[src/rtl/signed_minmax6_pkg.sv]
// Shared definitions for the signed min/max statistics stage.
package signed_minmax6_pkg;

    localparam int unsigned DATA_W = 6;

    typedef enum logic [1:0] {
        IDLE  = 2'd0,
        FIRST = 2'd1,
        ACCUM = 2'd2,
        DONE  = 2'd3
    } state_e;

endpackage

[src/rtl/geq6.sv]
// 6-bit two's-complement comparator: geq = (a >= b) as signed values.
module geq6
    import signed_minmax6_pkg::*;
(
    input  logic [DATA_W-1:0] a,
    input  logic [DATA_W-1:0] b,
    output logic              geq
);

    assign geq = $signed(a) >= $signed(b);

endmodule

[src/rtl/signed_minmax6.sv]
// Burst statistics stage: running signed max/min of N_SAMPLES samples plus the
// index of the first occurrence of each, reported with a one-cycle done pulse.
module signed_minmax6
    import signed_minmax6_pkg::*;
#(
    parameter int unsigned N_SAMPLES = 8,
    parameter int unsigned IDX_W     = 8
) (
    input  logic              clk,
    input  logic              rst_n,
    input  logic              start,
    input  logic              in_valid,
    input  logic [DATA_W-1:0] in_data,
    output logic              in_ready,
    output logic              busy,
    output logic              done,
    output logic [DATA_W-1:0] max_out,
    output logic [DATA_W-1:0] min_out,
    output logic [IDX_W-1:0]  max_idx,
    output logic [IDX_W-1:0]  min_idx
);

    localparam logic [IDX_W-1:0] LAST_IDX = IDX_W'(N_SAMPLES - 1);

    state_e             state_q;
    logic [IDX_W-1:0]   cnt_q;
    logic [DATA_W-1:0]  max_q;
    logic [DATA_W-1:0]  min_q;
    logic [IDX_W-1:0]   max_idx_q;
    logic [IDX_W-1:0]   min_idx_q;

    logic max_geq;
    logic min_geq;
    logic max_upd;
    logic min_upd;

    // Strict comparisons so ties keep the earliest index.
    geq6 u_max_cmp (
        .a   (max_q),
        .b   (in_data),
        .geq (max_geq)
    );

    geq6 u_min_cmp (
        .a   (in_data),
        .b   (min_q),
        .geq (min_geq)
    );

    assign max_upd = ~max_geq;
    assign min_upd = ~min_geq;

    // FSM, sample counter and result registers; in_ready is high in FIRST/ACCUM.
    always_ff @(posedge clk) begin
        if (!rst_n) begin
            state_q   <= IDLE;
            cnt_q     <= '0;
            max_q     <= '0;
            min_q     <= '0;
            max_idx_q <= '0;
            min_idx_q <= '0;
        end else begin
            unique case (state_q)
                IDLE: begin
                    if (start) begin
                        state_q <= FIRST;
                        cnt_q   <= '0;
                    end
                end
                FIRST: begin
                    if (in_valid) begin
                        max_q     <= in_data;
                        min_q     <= in_data;
                        max_idx_q <= '0;
                        min_idx_q <= '0;
                        cnt_q     <= IDX_W'(1);
                        state_q   <= (N_SAMPLES == 1) ? DONE : ACCUM;
                    end
                end
                ACCUM: begin
                    if (in_valid) begin
                        if (max_upd) begin
                            max_q     <= in_data;
                            max_idx_q <= cnt_q;
                        end
                        if (min_upd) begin
                            min_q     <= in_data;
                            min_idx_q <= cnt_q;
                        end
                        cnt_q <= cnt_q + IDX_W'(1);
                        if (cnt_q == LAST_IDX) begin
                            state_q <= DONE;
                        end
                    end
                end
                DONE: begin
                    state_q <= IDLE;
                end
                default: begin
                    state_q <= IDLE;
                end
            endcase
        end
    end

    // Handshake and status decoded from the state register only.
    assign in_ready = (state_q == FIRST) || (state_q == ACCUM);
    assign busy     = in_ready;
    assign done     = (state_q == DONE);

    assign max_out = max_q;
    assign min_out = min_q;
    assign max_idx = max_idx_q;
    assign min_idx = min_idx_q;

endmodule

[config.mk]
export PLATFORM = sky130hd
export DESIGN_NAME = signed_minmax6
export DESIGN_NICKNAME = d
export VERILOG_FILES = /design/src/rtl/signed_minmax6_pkg.sv /design/src/rtl/geq6.sv /design/src/rtl/signed_minmax6.sv
export SDC_FILE = /design/constraint.sdc
export NUM_CORES = 1
export LEC_CHECK = 0
export CAP_MARGIN = 25
export CORE_ASPECT_RATIO = 0.9
export CORE_MARGIN = 2
export CORE_UTILIZATION = 40
export DETAILED_ROUTE_END_ITERATION = 12
export PLACE_DENSITY_LB_ADDON = 0.08
export SYNTH_ARGS = -nofsm -noshare
export SYNTH_HDL_FRONTEND = slang
export SYNTH_SLANG_ARGS = --single-unit
export TNS_END_PERCENT = 50
[constraint.sdc]
create_clock -name clk -period 4.35 [get_ports clk]
set_clock_uncertainty 0.05 [all_clocks]
set_input_delay 0.435 -clock clk [delete_from_list [all_inputs] [get_ports clk]]
set_output_delay 0.435 -clock clk [all_outputs]
set_load 0.02 [all_outputs]
Yosys cells after proc, flatten, opt, wreduce, memory -nomap -nowiden
Index checks and enable logic that the tools add are counted.
Widths: inputs -> output; s select.
{"block": "op_classes", "add_sub_neg": 1, "magnitude_cmp": 2, "n_eq_ne": 10, "mux": 23, "reduce_logical": 8}
{"operator": "$mux 8", "count": 8}
{"operator": "$pmux 8 s2", "count": 2}
{"operator": "$mux 6", "count": 5}
{"operator": "$pmux 6 s2", "count": 2}
{"operator": "$pmux 8 s3", "count": 1}
{"operator": "$reduce_and 4->1", "count": 4}
{"operator": "$ge 6x6->1", "count": 2}
{"operator": "$ne 2x2->1 const B", "count": 6}
{"operator": "$add 8x1->8 const B", "count": 1}
{"operator": "$eq 8x3->1 const B", "count": 1}
{"operator": "$mux 2", "count": 4}
{"operator": "$pmux 2 s4", "count": 1}
{"operator": "$eq 2x2->1 const B", "count": 2}
{"operator": "$reduce_bool 3->1", "count": 1}
{"operator": "$eq 2x1->1 const B", "count": 1}
{"operator": "$logic_not 2->1", "count": 1}
{"operator": "$reduce_bool 2->1", "count": 1}
{"operator": "$logic_or 1x1->1", "count": 1}
{"block": "word_totals", "ff_bits": 38, "inputBits": 10, "out_inout_bits": 31, "elab_cells": 50}

Logic depth before layout (Yosys ltp)
{"block": "depth", "depth_word": 4, "mapped_depth": 8, "mapped_depth_nobuf": 6}

Cells and area by module
Synthesis repeated with hierarchy kept, for this count alone.
{"block": "unflattened", "cells_unflattened": 217, "area_unflattened_um2": 1844.3}
{"module": "signed_minmax6", "n_inst": 1, "cells_per_inst": 177, "area_each_um2": 1541.5, "seq_area_each_um2": 760.7}
{"module": "geq6", "n_inst": 2, "cells_per_inst": 20, "area_each_um2": 151.4, "seq_area_each_um2": 0.0}

Worst setup path before layout
Ideal clock, no wire load.
{"block": "synth_timing", "path_type": "reg-to-reg", "from": "register max_q[0] (netlist: max_out[0])", "to": "register max_idx_q[0] (netlist: max_idx[0])", "arrival_time_ps": 1719, "path_slack_ps": 2461, "stages_incl_launch_ff": 8, "period_less_slack_ps": 1889, "cell_sequence": "dfxtp_1 inv_1 ha_1 nand2b_1 a2111oi_4 o21ai_2 buf_6 mux2i_1"}
{"block": "synth_between", "elab_chain_cells": 3}
{"element": "from (decl)", "line": "signed_minmax6.sv:27", "text": "logic [DATA_W-1:0] max_q;"}
{"element": "from (signal assigned)", "line": "signed_minmax6.sv:72", "text": "max_q <= in_data;"}
{"element": "from (signal assigned)", "line": "signed_minmax6.sv:83", "text": "max_q <= in_data;"}
{"element": "$ge 6x6->1", "line": "geq6.sv:10", "text": "assign geq = $signed(a) >= $signed(b);"}
{"element": "$ne 2x2->1 (no line)"}
{"element": "$reduce_and 4->1 (no line)"}
{"element": "to (signal assigned)", "line": "signed_minmax6.sv:84", "text": "max_idx_q <= cnt_q;"}
{"element": "to (decl)", "line": "signed_minmax6.sv:29", "text": "logic [IDX_W-1:0] max_idx_q;"}
No other way between the ends.
A chain may end at the register's enable or synchronous reset.

Worst setup path in the final report
{"block": "layout_timing", "from": "register state_q[0]", "to": "register max_idx_q[0] (netlist: max_idx[0])"}
{"block": "layout_between", "elab_chain_cells": 3, "word_cells_on_any_way": 8, "classes_between": "eq/ne (5); mux (1); reduce/logical (2)"}
{"element": "from (decl)", "line": "signed_minmax6.sv:25", "text": "state_e state_q;"}
{"element": "from (signal assigned)", "line": "signed_minmax6.sv:77", "text": "state_q <= (N_SAMPLES == 1) ? DONE : ACCUM;"}
{"element": "$eq 2x2->1 or $eq 2x1->1 (tied branches)", "line": "signed_minmax6.sv:63", "text": "unique case (state_q)"}
{"element": "$ne 2x2->1 (no line) or $reduce_bool 2->1 (tied branches)"}
{"element": "$reduce_and 4->1 (no line)"}
Parallel ways exist; a longest one is shown, timed or not.

==> results.yml <==
placed_design:
  placed_cell_area_um2: 2450
  hpwl_um: 3190
  dp_cells: 313
  routabilityCongestion: 0.764
  pre_cts_ws_ps: 1530
  port_buffers: 40
critical_path:
  critPathArrivalTime_ps: 2730
  worst_setup_path_end_kind: "flip-flop"
  required_ps: 4520
  cp_max_fo: 19
  critPathKind: "reg -> reg"
  critPathLaunchType: "flip-flop"
synthesis:
  yosys_warnings: 0
  synthFlopType: "dfxtp_1"
  netlist_top_cells_area: "dfxtp_1 (37%), mux2i_1 (14%), ha_1 (10%)"
  synth_top_area_share_pct: 37.4
  synth-edff-count: 0
  synth.avg_cell_area_um2: 9.32
  synth_area_leader_cell: "dfxtp_1"
  async_flop_share_pct: 0
  synthCells: 218
  syn_area_um2: 2030
  ys_ff_latch: 38
  syn_nets: 245
  synth_cell_type_count: 40
  ys_seq_area_share_pct: 37.4
sta:
  worst_pin_slew_ps: 1010
  period_needed_ps: 2560
  setup_viol: 0
  hold_violations: 0
  finalMaxSlewViolations: 0
  slew-limit-headroom_pct: 32.6
  fin_setup_tns_ps: 0
  layout_setup_ws_ps: 1790
  fmax_ghz: 0.391
  rsz0062_at_grt: "false"
  finalCritPeriodShare_pct: 58.8
clock_tree:
  cts_buffers: 5
  cts_tree: "built"
  clk_pin_slew_ps: 80
  htreeDepth: 2
  clock_latency_ps: 290
  cts_setup_buffers: 0
  root_buffer: "clkbuf_8"
  clockBufferDepth: 2
  cts.sinks: 38
  cts_resized: 0
  ctsHoldBuffers: 0
die:
  io_pins: 41
  rows: 24
  fp.dieH_um: 71.6
  design.die.area_um2: 5670
  fp.dieW_um: 79.1
  coreArea_um2: 4860
  initial_core_util_pct: 41.8
detailed_routing:
  dr_total_vias: 1613
  wirelength_um: 4410
  drc: 0
  initialDrtViolationCount: 54
  ant_nets: 0
  wl_per_cell_um: 13.7
  firstDrtPassIters: 4
  vias_per_cell: 5.02
final_layout:
  nets: 282
  layout_commonest_cell: "clkdlybuf4s50_1"
  area_delta_synth_final_pct: 26.0
  final_area_um2: 2560
  finalNonFillerCells: 321
  drive_above_1_share_pct: 5.86
  diodes: 0
  final_cell_mix: "clkdlybuf4s50_1 (40), nand2_1 (39), dfxtp_1 (38)"
pwr:
  clkPwrFrac_pct: 24.0
  p_comb_share_pct: 42.7
  powerDensity_nw_per_um2: 482
  intPower_uw: 787
  power_switching_uw: 447
  p_sw_share_pct: 36.2
  p_leak_uw: 0.00109
  seq_power_share_pct: 33.3
  worst_ir_drop_vdd_v: 0.000175
global_route:
  grt-ovfl-total: 0
  grt_start_max_net_pins: 28
  grt_pass1_wl_um: 7490
  grt_pass1_vias: 1559
  antenna_found_initial: 0
  grtUsageTotal_pct: 16.8
job:
  cap_violations: 0
min_path:
  hold_class: "reg -> reg"
run_status:
  status: "complete, no violations"
[cells by family after synthesis]
group / Yosys count / share of synthesized area (%)
AOI/OAI and AO/OA: 27 / 11.3
xor gates and xnor gates: 3 / 1.29
adders and majority gates: 17 / 10.5
buffers and inverters: 26 / 6.16
DFF: 38 / 37.4
muxes: 29 / 14.3
and+or+nand+nor: 78 / 19.0
[flip-flops by register name (all words and copies together) (netlist names)]
signal,count
max_out,6
cnt_q,8
min_idx,8
max_idx,8
min_out,6
state_q,2
[metal layers]
| layer | part of all wire (%) | GRT usage, % |
|---|---|---|
| met1 | 54 | 24.1 |
| met2 | 40 | 25.3 |
| met3 | 5.0 | 3.65 |
| met4 | 1.4 | 5.17 |
| met5 | 0 | 0 |
[power groups by stage]
stage / Clock [µW] / Sequential, µW / Combinational (µW)
4_1_cts: 308 / 411 / 530
5_1_grt: 322 / 416 / 575
2_1_floorplan: 0 / 443 / 372
3_5_place_dp: 0 / 420 / 527
3_3_place_gp: 0 / 420 / 530
6_report: 296 / 411 / 527
[cell type report]
type | count | area (µm²)
fillers | 473 | 2300
inverters | 15 | 56.3
multi-input cells | 154 | 1150
clock inverters | 3 | 40.0
well taps | 65 | 81.3
clock buffers | 5 | 68.8
repair buffers | 41 | 408
flip-flops and latches | 38 | 761
[cells in the mapped netlist, types with 2 or more instances]
| cell | count |
|---|---|
| dfxtp_1 | 38 |
| or3b_1 | 2 |
| buf_6 | 3 |
| nor2b_1 | 3 |
| o21ai_1 | 2 |
| a21boi_1 | 2 |
| nor2_1 | 4 |
| clkbuf_1 | 6 |
| a21oi_1 | 3 |
| o2111ai_1 | 2 |
| a31oi_1 | 2 |
| mux2i_1 | 29 |
| o21ai_0 | 5 |
| o21a_1 | 2 |
| ha_1 | 17 |
| nand3_1 | 9 |
| nor3_1 | 2 |
| nand4_1 | 4 |
| nand2b_1 | 6 |
| or3_1 | 2 |
| inv_1 | 15 |
| xnor2_1 | 2 |
| nand2_1 | 39 |
| o21ai_2 | 2 |
| a2111oi_4 | 2 |
[per-stage QoR]
stage          utilization [%]  hold slack [ps]  power [µW]
6_report                  52.6              414        1230
5_1_grt                   52.6              439        1310
3_5_place_dp              50.4              406         947
3_3_place_gp              50.4              401         949
2_1_floorplan                -              417         815
4_1_cts                   52.6              420        1250
[worst paths after layout]
check | slack (ps) | cells after the start | from | endpoint
hold reg to reg | 410 | 2 | max_idx[7] | max_idx[7]
setup / recovery | 1790 | 5 | state_q[0] | max_idx[0]
hold / removal | 410 | 2 | max_idx[7] | max_idx[7]
setup reg to reg | 1790 | 5 | state_q[0] | max_idx[0]
[critical path, cell delays in order (launching register included)]
cell	delay [ps]
dfxtp_1	330
inv_1	100
ha_1	660
o2111ai_1	240
o21ai_2	840
mux2i_1	270
No activity file was read; power rests on OpenSTA's default activity.
